**config.mk**
```make
export PLATFORM = sky130hd
export DESIGN_NAME = mem_arbiter
export DESIGN_NICKNAME = d
export VERILOG_FILES = /design/src/rtl/mem_arbiter.sv
export SDC_FILE = /design/constraint.sdc
export NUM_CORES = 1
export LEC_CHECK = 0
export ABC_AREA = 1
export CAP_MARGIN = 20
export CORE_AREA = 8 8 294 296
export CTS_BUF_LIST = sky130_fd_sc_hd__clkbuf_8 sky130_fd_sc_hd__clkbuf_16
export DETAILED_ROUTE_END_ITERATION = 12
export DIE_AREA = 0 0 302 304
export SLEW_MARGIN = 10
export SYNTH_ARGS = -nofsm -noshare
export SYNTH_HDL_FRONTEND = slang
export SYNTH_SLANG_ARGS = --single-unit
```
**constraint.sdc**
```tcl
create_clock -name clk -period 1.58 [get_ports clk]
set_input_delay 0.395 -clock clk [delete_from_list [all_inputs] [get_ports clk]]
set_output_delay 0.395 -clock clk [all_outputs]
set_load 0.05 [all_outputs]
```
**src/rtl/mem_arbiter.sv**
```systemverilog
// Arbitrates I-cache refills and D-cache refills/writebacks onto one memory port.
// Grant one cycle after request; requester ack one cycle after mem_ack; requesters hold req until acked.
`ifndef WIDTH
`define WIDTH 128
`endif
`ifndef REG_SIZE
`define REG_SIZE 32
`endif

module mem_arbiter #(
    parameter int WIDTH  = `WIDTH,
    parameter int ADDR_W = `REG_SIZE
) (
    input  logic              clk,
    input  logic              reset,
    input  logic              ic_mem_read_req,
    input  logic [ADDR_W-1:0] ic_mem_read_addr,
    output logic [WIDTH-1:0]  ic_mem_read_data,
    output logic              ic_mem_read_ack,
    input  logic              dc_mem_read_req,
    input  logic [ADDR_W-1:0] dc_mem_read_addr,
    output logic [WIDTH-1:0]  dc_mem_read_data,
    output logic              dc_mem_read_ack,
    input  logic              dc_mem_write_req,
    input  logic [ADDR_W-1:0] dc_mem_write_addr,
    input  logic [WIDTH-1:0]  dc_mem_write_data,
    output logic              dc_mem_write_ack,
    output logic              mem_enable,
    output logic              mem_rw,
    output logic [ADDR_W-1:0] mem_addr,
    output logic [WIDTH-1:0]  mem_data_in,
    input  logic [WIDTH-1:0]  mem_data_out,
    input  logic              mem_ack
);

    typedef enum logic [1:0] {S_IDLE, S_BUSY, S_RESP} state_t;
    typedef enum logic [1:0] {G_IC_RD, G_DC_RD, G_DC_WR} grant_t;

    state_t              r_state;
    state_t              w_state_nxt;
    grant_t              r_grant;
    grant_t              w_grant_sel;
    logic                r_last_dc;
    logic                w_ic_pend;
    logic                w_dc_pend;
    logic                w_pick_dc;
    logic                w_any_pend;
    logic [ADDR_W-1:0]   w_addr_sel;

    logic                r_mem_enable;
    logic                r_mem_rw;
    logic [ADDR_W-1:0]   r_mem_addr;
    logic [WIDTH-1:0]    r_mem_data_in;
    logic [WIDTH-1:0]    r_ic_data;
    logic [WIDTH-1:0]    r_dc_data;
    logic                r_ic_ack;
    logic                r_dc_rd_ack;
    logic                r_dc_wr_ack;

    // Within the D-cache a writeback beats its refill so the dirty line lands first.
    // Between caches, the side not served last wins a tie.
    always_comb begin
        w_ic_pend   = ic_mem_read_req;
        w_dc_pend   = dc_mem_read_req | dc_mem_write_req;
        w_any_pend  = w_ic_pend | w_dc_pend;
        w_pick_dc   = w_dc_pend & (~w_ic_pend | ~r_last_dc);
        w_grant_sel = G_IC_RD;
        w_addr_sel  = ic_mem_read_addr;
        if (w_pick_dc) begin
            if (dc_mem_write_req) begin
                w_grant_sel = G_DC_WR;
                w_addr_sel  = dc_mem_write_addr;
            end else begin
                w_grant_sel = G_DC_RD;
                w_addr_sel  = dc_mem_read_addr;
            end
        end

        w_state_nxt = r_state;
        case (r_state)
            S_IDLE:  if (w_any_pend) w_state_nxt = S_BUSY;
            S_BUSY:  if (mem_ack) w_state_nxt = S_RESP;
            S_RESP:  w_state_nxt = S_IDLE;
            default: w_state_nxt = S_IDLE;
        endcase
    end

    always_ff @(posedge clk) begin
        if (reset) begin
            r_state       <= S_IDLE;
            r_grant       <= G_IC_RD;
            r_last_dc     <= 1'b0;
            r_mem_enable  <= 1'b0;
            r_mem_rw      <= 1'b0;
            r_mem_addr    <= '0;
            r_mem_data_in <= '0;
            r_ic_data     <= '0;
            r_dc_data     <= '0;
            r_ic_ack      <= 1'b0;
            r_dc_rd_ack   <= 1'b0;
            r_dc_wr_ack   <= 1'b0;
        end else begin
            r_state     <= w_state_nxt;
            r_ic_ack    <= 1'b0;
            r_dc_rd_ack <= 1'b0;
            r_dc_wr_ack <= 1'b0;
            case (r_state)
                S_IDLE: begin
                    if (w_any_pend) begin
                        r_grant       <= w_grant_sel;
                        r_last_dc     <= w_pick_dc;
                        r_mem_enable  <= 1'b1;
                        r_mem_rw      <= (w_grant_sel == G_DC_WR);
                        r_mem_addr    <= w_addr_sel;
                        r_mem_data_in <= (w_grant_sel == G_DC_WR) ? dc_mem_write_data : '0;
                    end
                end
                S_BUSY: begin
                    if (mem_ack) begin
                        r_mem_enable <= 1'b0;
                        case (r_grant)
                            G_IC_RD: begin
                                r_ic_data <= mem_data_out;
                                r_ic_ack  <= 1'b1;
                            end
                            G_DC_RD: begin
                                r_dc_data   <= mem_data_out;
                                r_dc_rd_ack <= 1'b1;
                            end
                            G_DC_WR: r_dc_wr_ack <= 1'b1;
                            default: ;
                        endcase
                    end
                end
                default: ;
            endcase
        end
    end

    assign mem_enable       = r_mem_enable;
    assign mem_rw           = r_mem_rw;
    assign mem_addr         = r_mem_addr;
    assign mem_data_in      = r_mem_data_in;
    assign ic_mem_read_data = r_ic_data;
    assign ic_mem_read_ack  = r_ic_ack;
    assign dc_mem_read_data = r_dc_data;
    assign dc_mem_read_ack  = r_dc_rd_ack;
    assign dc_mem_write_ack = r_dc_wr_ack;

endmodule

```
==> summary.md <==
| Metric | Value |
|---|---|
| Outcome | `complete, but fails checks` |
| Failing checks | `negative setup slack` |
| Fillers | `7972` |
| Switching share of power | `between 30% and 40%` |
| Setup TNS | `-34.0 ps` |
| Pin count of the biggest net entering global routing | `91` |
| Startpoint type of the worst setup path | `flip-flop` |
| Most frequent cells in the layout | `nand2_1, nor2_1, buf_12, clkdlybuf4s50_1, inv_1` |
| Crit path time final | `roughly 1600 ps` |
| Post-Syn Instances | `between 2000 and 3000` |
| TritonCTS clock tree | `yes` |
| Die Ht | `just over 300 microns` |
| Synth Cell Area | `17700 sq um` |
| HP Class | `primary input to flip-flop` |
| Site Rows | `105` |
| Reg2reg start | `r_state[0]$_SDFFE_PP0P_` |
| TritonCTS sink count | `around 430` |
| P_leak | `15.2 nW` |
| Crit Path Max Fanout | `2` |
| Most common cell after layout, fill and taps aside | `nand2_1` |
| Maximum VDD drop | `590 uV` |
| Distinct cell type count after synthesis | `19` |
| Fin crit share | `101%` |
| CP arrival | `1210 ps` |
| Final hold violations | `0` |
| Vias per inst | `4.02` |
| Clock slew at reported path FFs | `60 ps` |
| Skew-Pair Late Insertion Delay | `590 ps` |
| Worst Hold Depth | `5` |
| Worst R2R Path Depth | `10` |
| Capture point of the worst reg-to-reg path | `dc_mem_read_data[73]$_SDFFE_PP0P_` |
| Gate power share | `between 20% and 30%` |
| Max Clock Freq | `0.625 GHz` |
| Area contributors post-synth | `dfxtp_1, nand2_1, nor2_1` |
| Final Power | `~33 mW` |
| Antenna viol nets, final | `0` |
| Endpoint type of the worst setup path | `primary output` |
| Initial antenna violation count | `7` |
| Slew at the pin closest to its max-slew limit | `498 ps` |
| I/O pin cnt | `779` |
| Dpl hpwl | `61800 microns` |
| DP Area | `between 30000 and 40000 sq um` |
| Required time of the critical path | `1180 ps` |
| Crit Path Class | `flip-flop to primary output` |
| Cell-internal power | `about 23 mW` |
| Syn_nets | `3135` |
| Sequential share of power | `36.3%` |
| Vias in the first global route | `18300` |
| Crit-path slowest cell | `dfxtp_2` |
| Core ar. | `81600 sq um` |
| Final Util | `42.2%` |
| Final instance area | `around 34000 sq um` |
| Max clock buf depth | `3` |
| Initial core utilization | `21.7%` |
| Ordered list of cells on the worst path | `buf_8, buf_12` |
| R2R Setup Slk | `60 ps` |
| Port buffer count | `778` |
| Cell Pwr Density | `between 900 and 1000 nW/um^2` |
| WL per Instance | `16.9 microns` |
| Register area share after synthesis | `48.0%` |
| GRT Total Usage | `roughly 16%` |
| Routed Wire Length | `79700 microns` |
| Overflow after GRT | `0` |
| RSZ-0062 raised after global routing | `true` |
| Number of buffers created by CTS | `53` |
| # DRC | `0` |
| First-pass GRT wire length | `113000 microns` |
| Area of the multi-input gates | `7350 sq um` |
| Layout area overhead | `94.4%` |
| Synth top area share | `between 40% and 50%` |
| Drt first pass iters | `5` |
| Max-capacitance violation count | `0` |
| Initial drt markers | `857` |
| Share of post-route cells with drive strength above 1 | `approximately a quarter` |
| Hold Path Origin | `reset` |
| Die area | `slightly above 90000 sq um` |
| Max Slew Vio Count | `0` |
| Hold_buf cts | `0` |
| Flops & latches, synth | `~430` |
| Average cell area after synthesis | `6.38 sq um` |
| Sequential Area | `8730 sq um` |
| Worst relative slew slack | `66.4%` |
| Die Wd | `302 microns` |
| WHS Endpoint | `dc_mem_read_data[46]$_SDFFE_PP0P_` |
| Ys Warns | `0` |
| H-tree Lvls | `2` |
| Nets | `3951` |
| Routability Congestion | `0.849` |
| Routed vias | `18900` |
| Worst path max stage delay | `330 ps` |
| Final setup skew | `16.4 ps` |
| Clock power frac | `between 30 and 40%` |
| Setup ws final | `-20.5 ps` |
| Sw power | `10.3 mW` |
| Root Driver | `clkbuf_16` |
| Synth area leader | `dfxtp_1` |
| Final Setup Violations | `2` |
## area by class of cell
| cell class | count | share of cell area, % |
|---|---|---|
| Antenna cell | 3 | 0.0218 |
| Clock buffer | 68 | 4.45 |
| Clock inverter | 30 | 0.704 |
| Inverter | 331 | 3.63 |
| Multi-Input combinational cell | 1857 | 21.3 |
| Sequential cell | 425 | 25.3 |
| Tap cell | 1070 | 3.88 |
| Timing Repair Buffer | 925 | 40.6 |
## layer usage
layer  global-route usage [%]  share of wire, %
met5                        0             0.025
met4                     5.61               3.6
met3                     7.13                10
met2                     27.8                49
met1                     17.1                37
## critical path: cells and delay by family (launching register included)
family	cells	cell delay (ps)
flops	1	330
buf+inv	2	280
## synth_stat cells
library cell,number
or2_2,1
buf_1,19
nor2_4,1
inv_1,330
nor2_1,741
o21ai_0,32
buf_2,84
nand4_1,1
nand3_1,2
nand2_1,943
inv_2,1
buf_4,11
clkbuf_1,49
a21oi_4,1
nor2_2,1
dfxtp_1,425
nor3_1,1
a21oi_1,133
buf_6,1
## power groups by stage
stage	Combinational, mW	Clock (mW)	Sequential [mW]
4_1_cts	8.84	12.6	12.0
3_5_place_dp	8.79	0	12.2
2_1_floorplan	2.13	0	13.9
5_1_grt	9.49	13.0	12.1
6_report	8.90	12.2	12.0
3_3_place_gp	8.75	0	12.2
## timing repair
action                     4_1_cts  5_1_grt
pin swaps                        2       21
resized for setup               85      163
setup endpoints to repair      300      324
setup buffers                    1        7
cloned                           1       14
## per-stage QoR
step           std cells  hold slack [ps]  setup WS, ps
2_1_floorplan       2777              434           105
3_3_place_gp        4585              451          -473
3_5_place_dp        4585              457          -487
4_1_cts             4685              287         -81.0
5_1_grt             4708              320         -84.3
6_report            4709              324         -20.5
## sequential cells by signal, summed over array words and instances (netlist names)
signal	flops
ic_mem_read_data	128
dc_mem_write_ack	1
dc_mem_read_ack	1
dc_mem_read_data	128
ic_mem_read_ack	1
r_grant	2
r_last_dc	1
mem_addr	32
r_state	2
mem_enable	1
mem_data_in	128
## how the worst max path moves through the flow
stage                                 startpoint                            endpoint  slack, ps  cells past startpoint
6_report       ic_mem_read_data[51]$_SDFFE_PP0P_                ic_mem_read_data[51]        -20                      2
3_3_place_gp                             mem_ack   dc_mem_read_data[96]$_SDFFE_PP0P_       -470                      8
4_1_cts        ic_mem_read_data[51]$_SDFFE_PP0P_                ic_mem_read_data[51]        -80                      2
5_1_grt        ic_mem_read_data[52]$_SDFFE_PP0P_                ic_mem_read_data[52]        -80                      2
3_5_place_dp                             mem_ack  dc_mem_read_data[102]$_SDFFE_PP0P_       -490                      8
2_1_floorplan            r_grant[1]$_SDFFE_PP0P_    ic_mem_read_data[5]$_SDFFE_PP0P_        100                      7
## cells by family (layout without fill, tap and decap cells)
| family | count (synthesis) | in the layout | share of synthesized area, % |
|---|---|---|---|
| AOI/OAI and AO/OA | 166 | 166 | 4.75 |
| other | 0 | 3 | 0 |
| and+or+nand+nor | 1691 | 1691 | 35.9 |
| buffers and inverters | 495 | 1354 | 11.3 |
| DFF | 425 | 425 | 48.0 |
Note: power is estimated with default switching activity, not from simulation.
